<file path="src/rtl/fixed_point_adder_if.sv">
// Operand/result bundle for the registered fixed-point adder.
// The master drives operands; the slave (the adder) returns the registered sum.
interface fixed_point_adder_if #(
   parameter int NUMBER_WIDTH = 3
);
   logic                    in_valid;
   logic [NUMBER_WIDTH-1:0] a;
   logic [NUMBER_WIDTH-1:0] b;
   logic                    out_valid;
   logic [NUMBER_WIDTH-1:0] result;
   logic                    overflow;

   modport master (
      output in_valid, a, b,
      input  out_valid, result, overflow
   );

   modport slave (
      input  in_valid, a, b,
      output out_valid, result, overflow
   );
endinterface

</file>
<file path="src/rtl/fixed_point_adder.sv">
// Registered two's-complement Q(I.F) adder, one-cycle latency, selectable wrap or saturate.
// Every output comes straight from a register; no input-to-output combinational path.
module fixed_point_adder #(
   parameter int INTEGER_PART_WIDTH    = 2,
   parameter int FRACTIONAL_PART_WIDTH = 1,
   parameter int SATURATE              = 0
) (
   input  logic               clk,
   input  logic               rst_n,
   fixed_point_adder_if.slave bus
);
   localparam int NUMBER_WIDTH = INTEGER_PART_WIDTH + FRACTIONAL_PART_WIDTH;

   localparam logic [NUMBER_WIDTH-1:0] MAX_VALUE = {1'b0, {(NUMBER_WIDTH-1){1'b1}}};
   localparam logic [NUMBER_WIDTH-1:0] MIN_VALUE = {1'b1, {(NUMBER_WIDTH-1){1'b0}}};

   logic [NUMBER_WIDTH:0]   sum_full;
   logic                    overflow_next;
   logic [NUMBER_WIDTH-1:0] result_next;

   logic                    out_valid_reg;
   logic [NUMBER_WIDTH-1:0] result_reg;
   logic                    overflow_reg;

   // One guard bit is enough: the sum of two N-bit values fits in N+1 bits.
   assign sum_full      = {bus.a[NUMBER_WIDTH-1], bus.a} + {bus.b[NUMBER_WIDTH-1], bus.b};
   assign overflow_next = sum_full[NUMBER_WIDTH] ^ sum_full[NUMBER_WIDTH-1];

   always_comb begin
      result_next = sum_full[NUMBER_WIDTH-1:0];
      // The guard bit carries the true sign, so it picks the clamp direction.
      if ((SATURATE != 0) && overflow_next) begin
         result_next = sum_full[NUMBER_WIDTH] ? MIN_VALUE : MAX_VALUE;
      end
   end

   always_ff @(posedge clk or negedge rst_n) begin
      if (!rst_n) begin
         out_valid_reg <= 1'b0;
         result_reg    <= '0;
         overflow_reg  <= 1'b0;
      end else begin
         out_valid_reg <= bus.in_valid;
         if (bus.in_valid) begin
            result_reg   <= result_next;
            overflow_reg <= overflow_next;
         end
      end
   end

   assign bus.out_valid = out_valid_reg;
   assign bus.result    = result_reg;
   assign bus.overflow  = overflow_reg;
endmodule

</file>
<file path="src/flat_wrapper.sv">
// flat-port wrapper written by rule: the top's interface ports become plain ports
module fixed_point_adder_flat 
#(
   parameter int INTEGER_PART_WIDTH    = 2,
   parameter int FRACTIONAL_PART_WIDTH = 1,
   parameter int SATURATE              = 0
)
  (clk, rst_n, bus_in_valid, bus_a, bus_b, bus_out_valid, bus_result, bus_overflow);
  fixed_point_adder_if #(.NUMBER_WIDTH(3)) bus_i ();
  input  logic clk;
  input  logic rst_n;
  input wire logic [$bits(bus_i.in_valid)-1:0] bus_in_valid;
  input wire logic [$bits(bus_i.a)-1:0] bus_a;
  input wire logic [$bits(bus_i.b)-1:0] bus_b;
  output wire logic [$bits(bus_i.out_valid)-1:0] bus_out_valid;
  output wire logic [$bits(bus_i.result)-1:0] bus_result;
  output wire logic [$bits(bus_i.overflow)-1:0] bus_overflow;
  assign bus_i.in_valid = bus_in_valid;
  assign bus_i.a = bus_a;
  assign bus_i.b = bus_b;
  assign bus_out_valid = bus_i.out_valid;
  assign bus_result = bus_i.result;
  assign bus_overflow = bus_i.overflow;
  fixed_point_adder #(.INTEGER_PART_WIDTH(INTEGER_PART_WIDTH), .FRACTIONAL_PART_WIDTH(FRACTIONAL_PART_WIDTH), .SATURATE(SATURATE)) u_core (.clk(clk), .rst_n(rst_n), .bus(bus_i));
endmodule
</file>
<file path="config.mk">
export PLATFORM = sky130hd
export DESIGN_NAME = fixed_point_adder_flat
export DESIGN_NICKNAME = d
export VERILOG_FILES = /design/src/rtl/fixed_point_adder_if.sv /design/src/rtl/fixed_point_adder.sv /design/src/flat_wrapper.sv
export SDC_FILE = /design/constraint.sdc
export NUM_CORES = 1
export LEC_CHECK = 0
export ABC_CLOCK_PERIOD_IN_PS = 1400
export CORE_AREA = 2 2 39 41
export DETAILED_ROUTE_END_ITERATION = 10
export DIE_AREA = 0 0 41 43
export PLACE_DENSITY = 0.59
export SYNTH_ARGS = -nofsm -noshare
export SYNTH_HDL_FRONTEND = slang
export SYNTH_SLANG_ARGS = --single-unit
</file>
<file path="constraint.sdc">
create_clock -name clk -period 1.4 [get_ports clk]
set_clock_uncertainty 0.2 [all_clocks]
set_input_delay 0.28 -clock clk [delete_from_list [all_inputs] [get_ports clk]]
set_output_delay 0.28 -clock clk [all_outputs]
set_load 0.01 [all_outputs]
</file>
==> parameters.txt, run 1 <==
Parameter                              Value

Status
  Status ... finished, violations left
  Violations in the final reports ... setup timing

Detailed routing
  Detailed-routing wirelength on met1 ... 248 um
  Routed met3 length ... approximately 36 um
  Highest metal layer with signal wires ... met3
  Residual DRC ... 0
  Initial drt markers ... 2
  Via density per instance ... ~4.2
  Vias after detailed routing ... approximately 250
  Wire length on met2 ... 357 um
  Detailed-route wire length per cell ... 10.7 um
  First-pass detailed-route iteration total ... 2
  Total routed wirelength ... 641 um
  Post-route antenna net violation count ... 0

Place
  Total placed cells including tap cells ... 55
  Instance area after placement ... 462 um2
  Placer Congestion ... a little over 0.7
  Detailed placement HPWL ... between 400 and 500 um
  Count of port buffers added during placement ... 13

Floorplanning
  Standard cell core area ... 0.00138 mm2
  Vertical die dimension ... ~43 um
  Die area ... 0.00176 mm2
  Standard-cell rows ... 14
  I/O pin cnt ... 14
  Effective utilization at floorplan ... 21.7%
  Die Wd ... 41 um

Yosys
  Gate count after technology mapping ... 26
  Post-Synthesis Net Count ... 39
  Unique cell type count in the Yosys netlist ... 16
  Netlist area before placement ... 300 um2
  Total number of yosys warnings ... 0
  Count of state elements after synthesis ... 5
  Portion of the post-synthesis area used by sequential elements ... a little over two fifths
  Post-synthesis area per instance ... 11.5 um2

STA
  Headroom to the max-slew limit ... between 70 and 80%
  Final number of setup-violating endpoints ... 1
  Setup repair after global routing missed its margin ... yes
  Post-layout minimum cycle time ... 1.44 ns
  Achievable clock frequency ... approximately 690 MHz
  PnR worst setup slack ... -0.0413 ns
  Max Slew Vio Count ... 0
  Worst-Margin Slew ... 0.314 ns
  Period utilization ... 103%
  Worst hold slack ... 0.0479 ns
  Final Hold Vio Count ... 0

Finish
  Number of flip-flops in the largest register ... 3
  Fill count ... around 150
  Share of cells above drive strength 1 ... between 40% and 50%
  Number of nets in the finished design ... 58
  Number of inserted diodes ... 0
  Area of all placed cells without fillers ... 531 um2
  P&R area growth vs syn ... 76.7%
  Final cell count without fillers ... 60

Clock tree
  Clock slew seen by the registers of the worst setup and hold paths ... 0.05 ns
  Clk buf depth ... 2
  Clock latency of the later-clocked register in the worst-skew pair ... 0.25 ns
  TritonCTS clock tree ... built
  Number of buffers inserted during clock tree synthesis ... 3
  H-tree level count ... 1
  Root buffer cell ... sky130_fd_sc_hd__clkbuf_4
  CTS Sinks ... 5

Pwr
  Power per standard cell area ... 963 mW/mm2
  Leakage ... 0.240 nW
  Maximum vdd drop ... 0.000505 V

Global route
  Global routing usage summed across all routing layers ... 9.12%
  Pin count of the biggest net entering global routing ... 9
  Global-route wire length before repair ... around 1000 um
  GRT Residual Overflow ... 0
  Initial antenna violation count ... 0
  Via count of the first global-routing pass ... ~250

Hold path
  Path class of the lowest-slack min-delay path ... primary input to async pin

Setup path
  Critical path start-end classification ... primary input to flop
  Maximum fanout encountered on the critical timing path ... 4
  Cells along the critical path ... buf_6 -> ha_4 -> inv_2 -> fa_2 -> xnor2_2 -> mux2_4
  Buffer and inverter count on the worst path ... 2
  Arrival time at the worst endpoint ... ~1.4 ns
  Critical Path RT ... 1.32 ns
  Cell family contributing the most delay on the critical path ... adder cells
  Type of element launching the critical path ... primary input
  Slowest library cell on the worst path ... sky130_fd_sc_hd__fa_2
  Element type at the critical path end ... flop
  Peak per-stage delay on the critical path ... 0.42 ns

Flow run
  Max cap viols ... 0
## worst reg2reg max path, cell delays in order (launching register included)
cell and delay [ns]:
sky130_fd_sc_hd__dfrtp_1 0.37, sky130_fd_sc_hd__nor2b_1 0.13, sky130_fd_sc_hd__a311oi_2 0.25, sky130_fd_sc_hd__o211ai_1 0.12
## per-stage QoR
step           setup TNS [ns]  util [%]  total power, mW  setup WS, ns
2_1_floorplan          -0.217         -            0.251        -0.112
5_1_grt                -0.122      38.3            0.544       -0.0753
3_5_place_dp            -2.14      33.4            0.338        -0.737
4_1_cts                     0      36.3            0.511      0.000894
3_3_place_gp            -2.10      33.4            0.336        -0.717
6_report              -0.0413      38.3            0.511       -0.0413
## final timing paths
check | startpoint | endpoint | slack (ns) | depth (start not counted)
setup / recovery | bus_b[0] | u_core.bus.result[2] | -0.04 | 6
hold / removal | rst_n | u_core.bus.overflow | 0.05 | 1
setup reg to reg | u_core.bus.overflow | u_core.bus.overflow | 0.21 | 3
hold reg to reg | u_core.bus.result[0] | u_core.bus.result[0] | 0.29 | 1
max in group asynchronous | rst_n | u_core.bus.result[2] | 0.76 | 1
min in group clk | bus_a[0] | u_core.bus.result[0] | 0.16 | 3
## layer usage
metal / track usage [%] / vias up
li1: - / 124
met1: 10.6 / 122
met2: 12.5 / 8
met3: 3.14 / 0
met4: 8.00 / 0
met5: 0 / -
## cell families (layout without fill, tap and decap cells)
kind of cell               after synthesis  after routing  share of synthesized area (%)
and+or+nand+nor                          5              5                           9.58
DFF                                      5              5                           41.7
AOI/OAI and AO/OA                        3              3                           7.08
muxes                                    3              3                           10.8
buffers and inverters                    5             23                           8.75
adders and majority gates                4              4                           19.2
xor gates and xnor gates                 1              1                           2.92
## synth_stat cells, drive strengths merged
| master | count | area share (%) |
|---|---|---|
| a21oi | 1 | 1.7 |
| a311oi | 1 | 2.9 |
| buf | 1 | 3.7 |
| dfrtp | 5 | 42 |
| fa | 1 | 6.7 |
| ha | 3 | 13 |
| inv | 4 | 5.0 |
| mux2 | 2 | 7.5 |
| mux2i | 1 | 3.3 |
| nand3 | 2 | 3.3 |
| nor2 | 1 | 1.2 |
| nor2b | 1 | 2.1 |
| nor4b | 1 | 2.9 |
| o211ai | 1 | 2.5 |
| xnor2 | 1 | 2.9 |
## placed cells by master (no fill, tap or decap), types with 2 or more instances in the layout
cell type	n
sky130_fd_sc_hd__clkbuf_4	3
sky130_fd_sc_hd__inv_2	2
sky130_fd_sc_hd__buf_6	3
sky130_fd_sc_hd__dlygate4sd2_1	6
sky130_fd_sc_hd__clkdlybuf4s15_1	2
sky130_fd_sc_hd__nand3_1	2
sky130_fd_sc_hd__inv_1	2
sky130_fd_sc_hd__ha_4	2
sky130_fd_sc_hd__dfrtp_1	5
## report_power, final
group / internal (mW) / switching [mW] / total [mW]
clock network: 0.104 / 0.0648 / 0.168
registers: 0.168 / 0.00971 / 0.178
logic: 0.0954 / 0.0689 / 0.164
total: 0.367 / 0.143 / 0.511
## final cells by class
type / instances / area (um2) / area share, %
flip-flops and latches: 5 / 125 / 23.6
repair buffers: 15 / 140 / 26.4
inverters: 4 / 15.0 / 2.83
clock inverters: 1 / 5.00 / 0.943
multi-input cells: 16 / 203 / 38.2
clock buffers: 3 / 22.5 / 4.25
well taps: 16 / 20.0 / 3.77
## what timing repair did
action | CTS | global route
gates resized for setup | 28 | 7
setup buffers | 1 | 0
pin swaps | 3 | 4
endpoints found under the setup margin | 8 | 4
hold buffers | 0 | 0
No activity file was read; power rests on OpenSTA's default activity.
==> inputs of run 2 (changes only) <==
--- a/config.mk
+++ b/config.mk
@@ -9,6 +9,7 @@
 export CORE_AREA = 2 2 39 41
 export DETAILED_ROUTE_END_ITERATION = 10
 export DIE_AREA = 0 0 41 43
+export MAX_ROUTING_LAYER = met4
 export PLACE_DENSITY = 0.59
 export SYNTH_ARGS = -nofsm -noshare
 export SYNTH_HDL_FRONTEND = slang
==> results of run 2 <==
The final DEF is identical to that of run 1; final timing and power are the same.
Main changes from that run: final weighted congestion in routability-driven placement 0.714 -> 0.722; overall routing resource usage 9.12% -> 9.35%
==> variant, RTL diff (flow settings as in run 2) <==
`SATURATE` is set to 0 in 2 places; all go to 1.
--- a/src/rtl/fixed_point_adder.sv
+++ b/src/rtl/fixed_point_adder.sv
@@ -4,5 +4,5 @@
    parameter int INTEGER_PART_WIDTH    = 2,
    parameter int FRACTIONAL_PART_WIDTH = 1,
-   parameter int SATURATE              = 0
+   parameter int SATURATE              = 1
 ) (
    input  logic               clk,
--- a/src/flat_wrapper.sv
+++ b/src/flat_wrapper.sv
@@ -4,5 +4,5 @@
    parameter int INTEGER_PART_WIDTH    = 2,
    parameter int FRACTIONAL_PART_WIDTH = 1,
-   parameter int SATURATE              = 0
+   parameter int SATURATE              = 1
 )
   (clk, rst_n, bus_in_valid, bus_a, bus_b, bus_out_valid, bus_result, bus_overflow);
Function: changed (Yosys sat finds a counterexample within 4 cycles, from zero or initial values and one cycle with rst_n low).
==> variant against run 2 <==
  * Synthesized cell count increased by 31%
  * Die area did not move
  * Total power is 16% higher
  * Critical endpoint is now u_core.bus.overflow
  * Sequential cell count unchanged
  * Area after synthesis rose by 23%
  * Routed wire length up 54%
  * Worst hold slack gained 17 ps
  * Setup slack lost 64 ps
  * The flow still finishes with violations (setup timing)
  * Non-clock buffer count rose by 11
  * Utilization up 13 points
  * Design area is 35% higher
==> variant: results (changes against run 2) <==
| Metric | Value |
|---|---|
| Outcome | `complete, but fails checks` |
| Failing checks | `setup timing` |
| Vias/cell | `4.975 (+18%)` |
| Sequential fraction of the synthesis area | `33.90% (-7.8 points)` |
| Slew @ Worst Pin | `281.8 ps (-32.24 ps)` |
| TNS Setup | `-130.6 ps (-89.33 ps)` |
| Peak supply drop | `0.2928 mV (-42%)` |
| First-pass detailed-route iteration total | `3 (+1)` |
| Commonest cells in the netlist | `dfrtp_1 (5), ha_1 (3), nor2b_1 (3)` |
| Top cells by area, synth | `dfrtp_1 (34%), ha_1 (10%), o311ai_2 (8.8%)` |
| Total net switching power | `175.8 uW (+23%)` |
| Netlist cell types | `21 (+5)` |
| Min setup slack post-route | `-105.0 ps (-63.71 ps)` |
| Port Buffer Count | `13 (unchanged)` |
| Post-place setup slack | `-721.8 ps (+15.06 ps)` |
| Wirelength per Cell | `12.52 um (+17%)` |
| First-pass GRT wire length | `1738 um (+74%)` |
| Share of layout cells above drive strength 1 | `55.56% (+10 points)` |
| Vias in the first global route | `405 (+63%)` |
| Syn Nets | `47 (+21%)` |
| RePlAce Congestion | `0.7468 (+3.5%)` |
| Largest net degree at the start of global routing | `7 (-2)` |
| Setup-failing EPs final | `2 (+1)` |
| Layout fillers | `136 (-8.7%)` |
| Leak pwr | `0.2982 nW (+24%)` |
| Total GRT Usage | `14.61% (+5.3 points)` |
-- variant: worst max-delay path, cell delays in order --
cell	delay [ps]
buf_6	100
ha_4	150
fa_2	370
nor4bb_4	170
a311oi_1	230
o211ai_1	120
-- variant: what timing repair did --
| item | CTS | global route |
|---|---|---|
| pin swaps | 10 | 0 |
| buffers inserted | 1 | 0 |
| gates cloned | 0 | 0 |
| endpoints found under the setup margin | 9 | 7 |
| resized for setup | 39 | 5 |
-- variant: layout make-up --
| cell class | instances | area (um2) | area share (%) |
|---|---|---|---|
| multi-input combinational | 26 | 322.8 | 45.03 |
| tap | 16 | 20.02 | 2.792 |
| timing repair buffer | 26 | 215.2 | 30.02 |
| clock buffer | 4 | 26.28 | 3.665 |
| sequential | 5 | 125.1 | 17.45 |
| inverter | 2 | 7.507 | 1.047 |
-- variant: power groups by stage --
stage	sequential (mW)	combinational, mW	clock (mW)
final	0.177	0.250	0.165
after floorplan	0.190	0.0911	0
after global placement	0.179	0.225	0
after detailed placement	0.179	0.227	0
after global routing	0.179	0.276	0.183
after CTS	0.177	0.249	0.170
-- variant: cells by family after synthesis --
logic type / after synthesis / synth area share [%]
compound gates: 12 / 29.83
simple gates: 10 / 17.29
buf+inv: 3 / 3.389
flops: 5 / 33.90
fa+ha+maj: 4 / 15.59
-- variant: path summary, 6_finish.rpt --
path / start / end / slack (ps) / cells after the start
setup / recovery: bus_a[0] / u_core.bus.overflow / -110 / 6
hold / removal: rst_n / u_core.bus.result[0] / 60 / 1
setup reg to reg: u_core.bus.overflow / u_core.bus.overflow / 260 / 3
hold reg to reg: u_core.bus.result[2] / u_core.bus.result[2] / 290 / 1
max in group asynchronous: rst_n / u_core.bus.result[2] / 740 / 1
min in group clk: bus_b[0] / u_core.bus.result[0] / 270 / 4
-- variant: stage by stage --
| stage | hold WS (ps) | cell area (um2) | cells |
|---|---|---|---|
| 4_1_cts | 76.01 | 716.9 | 79 |
| 2_1_floorplan | -215.6 | 384.1 | 34 |
| 6_report | 64.70 | 716.9 | 79 |
| 3_5_place_dp | 296.9 | 619.3 | 74 |
| 3_3_place_gp | 276.9 | 619.3 | 74 |
| 5_1_grt | 87.63 | 716.9 | 79 |
-- variant: metal layers --
layer | GRT usage (%) | up-vias | wire length [um]
li1 | - | 191 | -
met1 | 18.65 | 188 | 432
met2 | 22.50 | 12 | 493
met3 | 1.571 | 2 | 57
met4 | 6.000 | 0 | 6
met5 | - | - | 0
